File: src/rtl/rvs192_writeback_arbiter_pkg.sv
// rvs192_writeback_arbiter_pkg: shared entry type and write-port source encoding
package rvs192_writeback_arbiter_pkg;
    localparam int DATA_W = 32;
    localparam int REG_AW = 5;
    typedef struct packed {
        logic [REG_AW-1:0] rd;
        logic [DATA_W-1:0] data;
    } wb_entry_t;
    typedef enum logic [1:0] {WB_IDLE, WB_ALU, WB_MEM} wb_src_e;
endpackage

File: src/rtl/rvs192_writeback_arbiter_if.sv
// rvs192_writeback_arbiter_if: ALU, memory-response, issue and register-file write signals
interface rvs192_writeback_arbiter_if #(
    parameter int DATA_LENGTH         = 32,
    parameter int REGISTER_FILE_DEPTH = 32
);
    logic                           alu_valid;
    logic [4:0]                     alu_rd;
    logic [DATA_LENGTH-1:0]         alu_data;
    logic                           alu_stall;
    logic                           mem_valid;
    logic                           mem_ready;
    logic [4:0]                     mem_rd;
    logic [DATA_LENGTH-1:0]         mem_data;
    logic                           issue_valid;
    logic [4:0]                     issue_rd;
    logic [REGISTER_FILE_DEPTH-1:0] pending_mask;
    logic [DATA_LENGTH-1:0]         data_wb;
    logic [4:0]                     rd;
    logic                           reg_wen;

    modport master (
        input  alu_valid, alu_rd, alu_data, mem_valid, mem_rd, mem_data, issue_valid, issue_rd,
        output alu_stall, mem_ready, pending_mask, data_wb, rd, reg_wen
    );
    modport slave (
        output alu_valid, alu_rd, alu_data, mem_valid, mem_rd, mem_data, issue_valid, issue_rd,
        input  alu_stall, mem_ready, pending_mask, data_wb, rd, reg_wen
    );
endinterface

File: src/rtl/rvs192_wb_fifo.sv
// rvs192_wb_fifo: synchronous circular FIFO with wrap-bit pointers
module rvs192_wb_fifo #(
    parameter int WIDTH = 37,
    parameter int DEPTH = 2
) (
    input  logic             clk,
    input  logic             rst_n,
    input  logic             push_i,
    input  logic             pop_i,
    input  logic [WIDTH-1:0] din_i,
    output logic             full_o,
    output logic             empty_o,
    output logic [WIDTH-1:0] head_o
);
    localparam int AW = $clog2(DEPTH);

    logic [WIDTH-1:0] mem_q [DEPTH];
    logic [AW:0]      wr_q, rd_q, wr_d, rd_d;
    logic             do_push, do_pop;

    assign empty_o = wr_q == rd_q;
    assign full_o  = (wr_q[AW] != rd_q[AW]) && (wr_q[AW-1:0] == rd_q[AW-1:0]);
    assign do_push = push_i && !full_o;
    assign do_pop  = pop_i && !empty_o;
    assign wr_d    = wr_q + (AW+1)'(do_push);
    assign rd_d    = rd_q + (AW+1)'(do_pop);
    assign head_o  = mem_q[rd_q[AW-1:0]];

    always_ff @(posedge clk) begin
        if (!rst_n) begin
            wr_q <= '0;
            rd_q <= '0;
        end else begin
            wr_q <= wr_d;
            rd_q <= rd_d;
        end
        if (do_push) mem_q[wr_q[AW-1:0]] <= din_i;
    end
endmodule

File: src/rtl/rvs192_writeback_arbiter.sv
// rvs192_writeback_arbiter: merges ALU and buffered load results onto the register-file write port
module rvs192_writeback_arbiter
    import rvs192_writeback_arbiter_pkg::*;
#(
    parameter int DATA_LENGTH         = DATA_W,
    parameter int REGISTER_FILE_DEPTH = 32,
    parameter int MEM_FIFO_DEPTH      = 2
) (
    input  logic                        clk,
    input  logic                        rst_n,
    rvs192_writeback_arbiter_if.master  bus
);
    wb_entry_t                      alu_in, mem_in, head, sel;
    wb_src_e                        src;
    logic                           full, empty, push, pop;
    logic                           wen_q, wen_d;
    logic [4:0]                     rd_q, rd_d;
    logic [DATA_LENGTH-1:0]         data_q, data_d;
    logic [REGISTER_FILE_DEPTH-1:0] mask_q, mask_d;

    assign alu_in = '{rd: bus.alu_rd, data: bus.alu_data};
    assign mem_in = '{rd: bus.mem_rd, data: bus.mem_data};
    // a full FIFO outranks the ALU so loads can never be starved into deadlock
    assign src    = full ? WB_MEM : bus.alu_valid ? WB_ALU : !empty ? WB_MEM : WB_IDLE;
    assign push   = bus.mem_valid && !full;
    assign pop    = src == WB_MEM;
    assign sel    = (src == WB_ALU) ? alu_in : head;

    rvs192_wb_fifo #(.WIDTH($bits(wb_entry_t)), .DEPTH(MEM_FIFO_DEPTH)) u_fifo (
        .clk     (clk),
        .rst_n   (rst_n),
        .push_i  (push),
        .pop_i   (pop),
        .din_i   (mem_in),
        .full_o  (full),
        .empty_o (empty),
        .head_o  (head)
    );

    assign wen_d  = (src != WB_IDLE) && (sel.rd != '0);
    assign rd_d   = (src != WB_IDLE) ? sel.rd : rd_q;
    assign data_d = (src != WB_IDLE) ? sel.data : data_q;

    always_comb begin
        mask_d = mask_q;
        if (pop && head.rd != '0) mask_d[head.rd] = 1'b0;
        if (bus.issue_valid && bus.issue_rd != '0) mask_d[bus.issue_rd] = 1'b1;
    end

    always_ff @(posedge clk) begin
        if (!rst_n) begin
            wen_q  <= 1'b0;
            rd_q   <= '0;
            data_q <= '0;
            mask_q <= '0;
        end else begin
            wen_q  <= wen_d;
            rd_q   <= rd_d;
            data_q <= data_d;
            mask_q <= mask_d;
        end
    end

    assign bus.alu_stall    = bus.alu_valid && full;
    assign bus.mem_ready    = !full;
    assign bus.pending_mask = mask_q;
    assign bus.data_wb      = data_q;
    assign bus.rd           = rd_q;
    assign bus.reg_wen      = wen_q;
endmodule

File: src/flat_wrapper.sv
// flat-port wrapper written by rule: the top's interface ports become plain ports
module rvs192_writeback_arbiter_flat import rvs192_writeback_arbiter_pkg::*;
#(
    parameter int DATA_LENGTH         = DATA_W,
    parameter int REGISTER_FILE_DEPTH = 32,
    parameter int MEM_FIFO_DEPTH      = 2
)
  (clk, rst_n, bus_alu_valid, bus_alu_rd, bus_alu_data, bus_mem_valid, bus_mem_rd, bus_mem_data, bus_issue_valid, bus_issue_rd, bus_alu_stall, bus_mem_ready, bus_pending_mask, bus_data_wb, bus_rd, bus_reg_wen);
  rvs192_writeback_arbiter_if #(.DATA_LENGTH(DATA_LENGTH), .REGISTER_FILE_DEPTH(REGISTER_FILE_DEPTH)) bus_i ();
  input  logic clk;
  input  logic rst_n;
  input wire logic [$bits(bus_i.alu_valid)-1:0] bus_alu_valid;
  input wire logic [$bits(bus_i.alu_rd)-1:0] bus_alu_rd;
  input wire logic [$bits(bus_i.alu_data)-1:0] bus_alu_data;
  input wire logic [$bits(bus_i.mem_valid)-1:0] bus_mem_valid;
  input wire logic [$bits(bus_i.mem_rd)-1:0] bus_mem_rd;
  input wire logic [$bits(bus_i.mem_data)-1:0] bus_mem_data;
  input wire logic [$bits(bus_i.issue_valid)-1:0] bus_issue_valid;
  input wire logic [$bits(bus_i.issue_rd)-1:0] bus_issue_rd;
  output wire logic [$bits(bus_i.alu_stall)-1:0] bus_alu_stall;
  output wire logic [$bits(bus_i.mem_ready)-1:0] bus_mem_ready;
  output wire logic [$bits(bus_i.pending_mask)-1:0] bus_pending_mask;
  output wire logic [$bits(bus_i.data_wb)-1:0] bus_data_wb;
  output wire logic [$bits(bus_i.rd)-1:0] bus_rd;
  output wire logic [$bits(bus_i.reg_wen)-1:0] bus_reg_wen;
  assign bus_i.alu_valid = bus_alu_valid;
  assign bus_i.alu_rd = bus_alu_rd;
  assign bus_i.alu_data = bus_alu_data;
  assign bus_i.mem_valid = bus_mem_valid;
  assign bus_i.mem_rd = bus_mem_rd;
  assign bus_i.mem_data = bus_mem_data;
  assign bus_i.issue_valid = bus_issue_valid;
  assign bus_i.issue_rd = bus_issue_rd;
  assign bus_alu_stall = bus_i.alu_stall;
  assign bus_mem_ready = bus_i.mem_ready;
  assign bus_pending_mask = bus_i.pending_mask;
  assign bus_data_wb = bus_i.data_wb;
  assign bus_rd = bus_i.rd;
  assign bus_reg_wen = bus_i.reg_wen;
  rvs192_writeback_arbiter #(.DATA_LENGTH(DATA_LENGTH), .REGISTER_FILE_DEPTH(REGISTER_FILE_DEPTH), .MEM_FIFO_DEPTH(MEM_FIFO_DEPTH)) u_core (.clk(clk), .rst_n(rst_n), .bus(bus_i));
endmodule
File: config.mk
export PLATFORM = sky130hd
export DESIGN_NAME = rvs192_writeback_arbiter_flat
export DESIGN_NICKNAME = d
export VERILOG_FILES = /design/src/rtl/rvs192_writeback_arbiter_pkg.sv /design/src/rtl/rvs192_writeback_arbiter_if.sv /design/src/rtl/rvs192_wb_fifo.sv /design/src/rtl/rvs192_writeback_arbiter.sv /design/src/flat_wrapper.sv
export SDC_FILE = /design/constraint.sdc
export NUM_CORES = 1
export LEC_CHECK = 0
export BUFFER_PORTS_ARGS = -buffer_cell sky130_fd_sc_hd__buf_2
export CAP_MARGIN = 20
export CORE_MARGIN = 3
export CORE_UTILIZATION = 25
export CTS_CLUSTER_SIZE = 12
export DETAILED_ROUTE_END_ITERATION = 8
export PLACE_DENSITY_LB_ADDON = 0.05
export SYNTH_ARGS = -nofsm -noshare
export SYNTH_HDL_FRONTEND = slang
export SYNTH_SLANG_ARGS = --single-unit
File: constraint.sdc
create_clock -name clk -period 2.6 [get_ports clk]
set_clock_uncertainty 0.15 [all_clocks]
set_input_delay 0.52 -clock clk [delete_from_list [all_inputs] [get_ports clk]]
set_output_delay 0.52 -clock clk [all_outputs]
set_load 0.005 [all_outputs]
Word-level counts from Yosys, hierarchy flattened --
Memories as Yosys holds them, arrays and structs flattened. A register that Yosys moved wholly into a read port is not among the register bits. Index checks and enable logic that the tools add are counted.
Word-level totals: bits in registers 74, bits in writable memories 74, input bits 84, output and inout port bits 72, logic and storage cells 50, memories 1
Memories:
- u_core.u_fifo.mem_q | words 2, bits a word 37, read ports 1, clocked after memory_dff 1, wr ports 1, line rvs192_wb_fifo.sv:17 | logic [WIDTH-1:0] mem_q [DEPTH];
Operators by class: add/sub/neg operators 2, magnitude comparators 4, equality and inequality tests 5, mux-type cells 13, bitwise logic cells 3, reductions and logical operators 16
Operators with widths (count):
- 32-bit 2-to-1 mux | 2
- 37-bit 2-to-1 mux | 1
- 32-bit bitwise AND | 1
- 32-bit NOT | 1
- 32-bit bitwise OR | 1
- 5-bit nonzero test | 3
- 5-bit by 6-bit less-than comparator with 1-bit output, second input constant | 2
- 1-bit demux with 5-bit select | 2
- 5-bit by 1-bit >= comparator with 1-bit output, second input constant | 2
- 1-bit logical AND | 10
- 2-bit 2-to-1 mux | 3
- 1-bit 2-to-1 mux | 5
- 2-bit by 1-bit adder with 2-bit output | 2
- 2-bit by 1-bit == test with 1-bit output, second input constant | 1
- 2-bit == test | 1
- 2-bit == test, second input constant | 1
- 1-bit logical NOT | 2
- 2-bit nonzero test | 1
- 1-bit == test | 1
- 1-bit inequality test | 1

Depth between registers and ports, before layout --
Gate-level depths: netlist of run 1.
depth after elaboration 9, depth in mapped cells 6, depth with buffers taken out 6

By module --
Synthesis of run 1 repeated with hierarchy kept, for this count alone.
Second synthesis, totals: cells, all modules 525, area total of the unflattened synthesis 6409.9 um^2
By module, submodules not included:
- rvs192_writeback_arbiter | instances 1, cells each 386, area an instance 3339.5 um^2, seq. area each 1401.3 um^2
- rvs192_wb_fifo | instances 1, cells each 139, area an instance 3070.4 um^2, seq. area each 2322.2 um^2

Worst setup path before layout of run 1 --
OpenSTA, ideal clock, no wires.
kind register -> register, start reg u_core.u_fifo.wr_q[0], end reg u_core.u_fifo.wr_q[1], library setup time 115 ps, data arrival time 2066 ps, data required time 2335 ps, setup slack 269 ps, cell stages (with the launch flop) 7, buffers on the path 0, period minus slack after synthesis 2331 ps, path through dfxtp_1 xnor2_2 nand2_2 and2_1 ha_1 xor2_1 and2_1
Between the ends: cells in the longest elaborated chain, start to end 6
RTL lines:
- start: declaration | line rvs192_wb_fifo.sv:18 | logic [AW:0] wr_q, rd_q, wr_d, rd_d;
- start signal: assignment | line rvs192_wb_fifo.sv:34 | wr_q <= wr_d;
- 1-bit == test (*) | line rvs192_wb_fifo.sv:22 | assign full_o = (wr_q[AW] != rd_q[AW]) && (wr_q[AW-1:0] == rd_q[AW-1:0]);
- 1-bit logical AND (*) | line rvs192_wb_fifo.sv:22
- 1-bit logical NOT (*)
- via bus_mem_ready | line flat_wrapper.sv:21 | output wire logic [$bits(bus_i.mem_ready)-1:0] bus_mem_ready;
- 1-bit logical AND | line rvs192_writeback_arbiter.sv:25 | assign push = bus.mem_valid && !full;
- 1-bit logical AND (*) | line rvs192_wb_fifo.sv:23 | assign do_push = push_i && !full_o;
- 2-bit by 1-bit adder with 2-bit output (*) | line rvs192_wb_fifo.sv:25 | assign wr_d = wr_q + (AW+1)'(do_push);
Mark *: on every way through the listed nets, which the timed path passes. The rest lies on a longest branch. A chain may end at the register's enable or synchronous reset.

Final worst setup path of run 1 --
start reg u_core.u_fifo.wr_q[0], end out bus_alu_stall
Between the ends: cells in the longest elaborated chain, start to end 3
RTL lines:
- 1-bit == test | line rvs192_wb_fifo.sv:22
- 1-bit logical AND | line rvs192_wb_fifo.sv:22
- 1-bit logical AND | line rvs192_writeback_arbiter.sv:64 | assign bus.alu_stall = bus.alu_valid && full;
- end: declaration | line flat_wrapper.sv:20 | output wire logic [$bits(bus_i.alu_stall)-1:0] bus_alu_stall;
No other way between the ends.

==> flow_summary.toml, run 1 <==
[outcome]
status = "finished, final reports clean"

[critical_path]
rr_worst_depth = 5
critical_path_buf_inv_count = 1
crit_fanout = 4
critical_path_arrival_ns = 1.50
crit_family = "flip-flops"
worst_setup_path_start_kind = "register"
crit-reg2reg-launch = "u_core.u_fifo.wr_q[0]"
crit_path_end_kind = "output port"
r2r_end = "u_core.u_fifo.mem_q[1][6]"
criticalPathCategory = "register to output port"
slowest_delay_ns = 0.35
cp.required_ns = 1.93
cp_slowest_cell = "dfxtp_1"
ff2ff_setup_slack_ns = 0.48
path_cells = "xnor2_2, and3_1, buf_2"

[detailed_routing]
drcViolationCount = 0
vias_per_cell = 4.54
routed_wl_um = 17500
vias = 4432
drtPass1Iterations = 5
drtIter0Drc = 287
post_drt_wl_per_cell_um = 17.9
postRouteAntennaNets = 0

[floorplanning]
start_util_pct = 25.8
io_pins = 156
dieArea_mm2 = 0.0265
core.rowCount = 56
dieWidth_um = 163
core-area_mm2 = 0.0238
die_y_um = 163

[clocking]
root_buffer = "clkbuf_16"
worstSkewPairLatency_ns = 0.42
path_clk_slew_ns = 0.07
numCtsBuffers = 17
clockBufferDepth = 2
cts_num_sinks = 149
cts_hold_buf = 0
h-tree-depth = 4
cts_tree = "yes"
cts_resized = 0
cts_setup_buffers = 0

[final_layout]
post_route_cells_drive_above_1_share_pct = 36.4
num-nets-final = 730
fillers = 2493
register_area_mm2 = 0.00372
multi_input_area_mm2 = 0.00223
synthToLayoutAreaGrowth_pct = 26.0

[synth]
synth_area_per_cell_um2 = 12.5
ys_ff_latch = 149
synth_edf_count = 74
synth_adder_area_share_pct = 0.611
synth_mux_area_share_pct = 13.7
ys_top_cells_by_area = "edfxtp_1, dfxtp_1, mux2_2, mux2i_1, o2bb2ai_1"
synth_cells = 492
synth-xor-area-share_pct = 0.835
async_flop_share_pct = 0
synth.most_common_cell = "dfxtp_1"
synth_top_family_by_area = "multiplexers"
syn-cell-area_mm2 = 0.00615
synth-compound-area-share_pct = 11.2
syn_nets = 579
synth_cell_types = 40
synth-simple-area-share_pct = 9.93
yosys-top-cells-count = "dfxtp_1, edfxtp_1, nor2_1"
yosysTopAreaCell = "edfxtp_1"
netlist.area_leader.share_pct = 36.1
yosysSeqAreaShare_pct = 60.6
synth_ff_type = "dfxtp_1"
yosysWarnings = 0

[global_route]
grt_pass1_vias = 4643
antenna_found_initial = 3
grt_max_degree = 45
grt_use_total_pct = 13.5
grt_pass1_wl_um = 27200
grt_overflow_total = 0

[timing]
report.final.slew_viol_count = 0
tightestPinTransition_ns = 0.914
slew_headroom_pct = 39.1
layout_min_cycle_time_ns = 2.17
max_freq_mhz = 460
fin_tns_setup_ns = 0
rsz0062_at_grt = "false"
setup_viol = 0
hold_viol = 0
period_share_pct = 83.5

[power_and_ir_drop]
p_leak_nw = 3.02
powerDensity_mw_per_mm2 = 968
finalPower_mw = 7.49
vdd_drop_max_v = 0.000486

[min_path]
hp-class = "primary input to register"
hold_depth = 1
min_to = "u_core.u_fifo.mem_q[0][28]"
hp-start = "bus_mem_data[28]"

[place]
io_buffers = 155
gp_congestion = 0.771
dpl.hpwl_um = 12400

[flow_run]
max_cap_violations = 0
worst reg2reg max path, stage by stage (launching register included):
cell	delay [ns]
dfxtp_1	0.41
xnor2_2	0.16
nand2_2	0.12
and2_1	0.17
ha_2	0.55
buf_12	0.26
stage by stage:
step                hold WS, ns  cells  cell area (um^2)  utilization [%]  worst slack [ns]
finish                    0.141    976              7750             32.5             0.428
global route              0.125    975              7740             32.5             0.319
CTS                       0.119    975              7740             32.5             0.409
detailed placement        0.302    943              7200             30.2             0.457
global placement          0.291    943              7200             30.2             0.514
floorplan                 0.305    492              6150                -             0.269
power by group:
group | total (mW) | switching [mW] | internal, mW
clock | 2.29 | 0.972 | 1.32
sequential | 3.07 | 0.195 | 2.88
combinational | 2.13 | 1.16 | 0.978
worst max-delay path by stage:
stage / from / end / slack [ns] / depth (start not counted)
3_3_place_gp: u_core.u_fifo.wr_q[0] / u_core.u_fifo.mem_q[1][6] / 0.51 / 5
5_1_grt: u_core.u_fifo.wr_q[0] / u_core.u_fifo.mem_q[1][6] / 0.32 / 5
4_1_cts: u_core.u_fifo.wr_q[0] / bus_alu_stall / 0.41 / 3
3_5_place_dp: u_core.u_fifo.wr_q[0] / u_core.u_fifo.mem_q[1][6] / 0.46 / 5
6_report: u_core.u_fifo.wr_q[0] / bus_alu_stall / 0.43 / 3
2_1_floorplan: u_core.u_fifo.wr_q[0] / u_core.u_fifo.wr_q[1] / 0.27 / 6
placed cells by master (no fill, tap or decap), types with 2 or more instances in the layout:
cell        instances
inv_6               2
edfxtp_1           74
nand4b_1            3
xor2_1              3
o2bb2ai_1          38
clkbuf_16          17
buf_4               6
nand2_1            39
and2_1              6
mux2i_1            41
a31oi_1            28
nand2b_1            5
ha_2                2
o211ai_1            3
nand3_1             4
nand4_1             4
nand4bb_1           3
dfxtp_1            74
clkinv_2            4
nor2b_1             3
mux2_2             37
nor3_1              5
and3_1              3
clkbuf_1            3
buf_2             155
o21ai_0            27
nor2_1             44
clkinvlp_4          4
sequential cells by signal, indices dropped and copies added (netlist names), named ones only:
signal and count:
u_core.bus.data_wb 32, u_core.bus.pending_mask 32, u_core.bus.rd 5, u_core.bus.reg_wen 1
u_core.u_fifo.mem_q 74, u_core.u_fifo.rd_q 2, u_core.u_fifo.wr_q 2
routing by layer:
metal  track usage [%]  up-vias  wire [um]
met5                 0        -         34
met4              4.15        6        210
met3              4.53       20       1310
met2              21.2      158       7970
met1              17.7     2108       8000
li1                  -     2140          -
final cells by class:
class | instances | area share [%]
Clock inverter | 12 | 1.37
Inverter | 1 | 0.0485
Multi-Input combinational cell | 312 | 28.8
Sequential cell | 149 | 48.1
Antenna cell | 1 | 0.0323
Clock buffer | 20 | 5.64
Tap cell | 319 | 5.15
Timing Repair Buffer | 162 | 10.9
kinds of logic after synthesis:
group                      after synthesis
muxes                                   79
buffers and inverters                   31
adders and majority gates                3
and+or+nand+nor                        126
DFF                                    149
xor gates and xnor gates                 5
AOI/OAI and AO/OA                       99
No activity file was read; power rests on OpenSTA's default activity.
==> run 2, diff against run 1 <==
ABC_AREA = 1   (was not set)
clock period = 2.2 ns   (was 2.6 ns; I/O delays follow)
==> flow_summary.toml, run 2 <==
[clocking]
root_buffer = "clkbuf_16"
h-tree-depth = 4
worstSkewPairLatency_ns = 0.42
path_clk_slew_ns = 0.06
clockBufferDepth = 2
cts_tree = "yes"
cts_num_sinks = 149
cts_resized = 0
cts_setup_buffers = 0
numCtsBuffers = 17
cts_hold_buf = 0

[power_and_ir_drop]
p_comb_share_pct = 28.8
powerDensity_mw_per_mm2 = 1140
power_frac_seq_pct = 39.7
switchingPower_mw = 3.19
pwr-share-clk_pct = 31.5
vdd_drop_max_v = 0.000519
internal-power_mw = 5.84
p_sw_share_pct = 35.3
p_leak_nw = 3.37

[detailed_routing]
drtIter0Drc = 249
post_drt_wl_per_cell_um = 16.6
routed_wl_um = 18800
postRouteAntennaNets = 0
vias_per_cell = 4.42
drtPass1Iterations = 4
vias = 5014
drcViolationCount = 0

[global_route]
grt_max_degree = 38
grt_use_total_pct = 14.3
antenna_found_initial = 2
grt_pass1_wl_um = 28700
grt_overflow_total = 0
grt_pass1_vias = 5024

[critical_path]
criticalPathCategory = "register to register"
crit_fanout = 19
worst_setup_path_start_kind = "register"
crit_path_end_kind = "register"
critical_path_arrival_ns = 2.09
cp.required_ns = 2.34

[timing]
rsz0062_at_grt = "false"
fin_tns_setup_ns = 0
layout_min_cycle_time_ns = 1.95
tightestPinTransition_ns = 0.707
worst_slack_ns = 0.250
report.final.slew_viol_count = 0
slew_headroom_pct = 52.7
setup_viol = 0
max_freq_mhz = 513
period_share_pct = 88.6
hold_viol = 0

[min_path]
hp-class = "primary input to register"

[final_layout]
num-nets-final = 888
final_cell_area_mm2 = 0.00790
fin_util_pct = 33.2
largest_register_ffs = 74
multi_input_area_mm2 = 0.00208
post_route_cells_drive_above_1_share_pct = 31.8
register_area_mm2 = 0.00372
synthToLayoutAreaGrowth_pct = 28.3
layout_common_cells = "nand2_1, buf_2, nand3_1"
fillers = 2517
final_common_cell = "nand2_1"
stdcell_count = 1134

[synth]
synth_ff_type = "dfxtp_1"
synth_top_family_by_area = "simple AND/OR/NAND/NOR gates"
synth.most_common_cell = "nand2_1"
synth-xor-area-share_pct = 0.284
yosys-top-cells-count = "nand2_1, nand3_1, dfxtp_1"
yosysTopAreaCell = "edfxtp_1"
syn-cell-area_mm2 = 0.00616
synth_cell_types = 28
yosysWarnings = 0
ys_top_cells_by_area = "edfxtp_1, dfxtp_1, nand2_1, nand3_1, o21ai_0"
synth_area_per_cell_um2 = 9.62
ys_ff_latch = 149
synth_mux_area_share_pct = 0
synth-compound-area-share_pct = 12.3
synth_adder_area_share_pct = 0.609
async_flop_share_pct = 0
netlist.area_leader.share_pct = 36.1
yosysSeqAreaShare_pct = 60.5
synth_edf_count = 74
synth_cells = 640
synth-simple-area-share_pct = 20.5
syn_nets = 727

[floorplanning]
die_y_um = 163
core-area_mm2 = 0.0238
core.rowCount = 56
start_util_pct = 25.9
dieWidth_um = 163
dieArea_mm2 = 0.0266
io_pins = 156

[place]
gp_congestion = 0.788
dpl.hpwl_um = 13200
io_buffers = 155
place_area_mm2 = 0.00733
dpl_worst_slack_ns = 0.243
dp.cells = 1101

[outcome]
status = "finished, final reports clean"

[flow_run]
max_cap_violations = 0
[run 2: cell count changes in the layout (fill, tap and decap cells not counted), sizes merged, moves of 5 or more]
cell | before | now
nand2 | 41 | 175
nand3 | 4 | 81
o21ai | 28 | 91
inv | 3 | 53
mux2i | 42 | 0
o2bb2ai | 38 | 0
mux2 | 37 | 0
a21oi | 1 | 31
a31oi | 28 | 3
nor2 | 44 | 20
buf | 162 | 171
and2 | 7 | 0
nand2b | 5 | 0
[run 2: stage by stage]
| step | hold WS, ns | power, mW |
|---|---|---|
| CTS | 0.0328 | 9.22 |
| global placement | 0.274 | 6.28 |
| detailed placement | 0.280 | 6.32 |
| finish | 0.0544 | 9.03 |
| floorplan | 0.274 | 5.34 |
| global route | 0.0316 | 9.66 |
[run 2: path summary, 6_finish.rpt]
kind	from	to	slack [ns]	depth (start not counted)
setup reg to reg	register	u_core.bus.pending_mask[16]	0.25	7
setup / recovery	register	u_core.bus.pending_mask[16]	0.25	7
hold / removal	bus_mem_data[0]	u_core.u_fifo.mem_q[0][0]	0.05	1
hold reg to reg	u_core.bus.pending_mask[0]	u_core.bus.pending_mask[0]	0.28	2
[run 2: logic make-up after synthesis]
kind of cell	Yosys count
buf+inv	76
simple gates	284
flops	149
compound gates	126
fa+ha+maj	3
xor+xnor	2
[run 2: layout make-up]
cell class	count	area share [%]
flip-flops and latches	149	47.1
inverters	47	2.30
repair buffers	171	12.0
well taps	319	5.05
multi-input cells	415	26.3
clock inverters	15	1.84
clock buffers	17	5.38
diodes	1	0.0317
[run 2: routing by layer]
metal	part of all wire (%)	up-vias	track usage, %
li1	-	2502	-
met1	46	2348	19.1
met2	47	135	22.5
met3	5.6	27	3.84
met4	1.4	2	4.81
met5	0.037	-	0
[run 2: power groups by stage]
| stage | registers (mW) | clock network [mW] | logic, mW |
|---|---|---|---|
| after floorplan | 3.65 | 0 | 1.69 |
| after global placement | 3.64 | 0 | 2.64 |
| after detailed placement | 3.65 | 0 | 2.67 |
| after CTS | 3.59 | 2.94 | 2.68 |
| after global routing | 3.64 | 3.07 | 2.95 |
| final | 3.59 | 2.85 | 2.60 |
[run 2: critical path, cell delays in order (launching register included)]
cell and delay [ns]:
dfxtp_2 0.34, buf_4 0.21, o21ai_0 0.43, nand2_1 0.17, inv_1 0.15, nand2_1 0.13, o21ai_0 0.16, a21oi_1 0.09
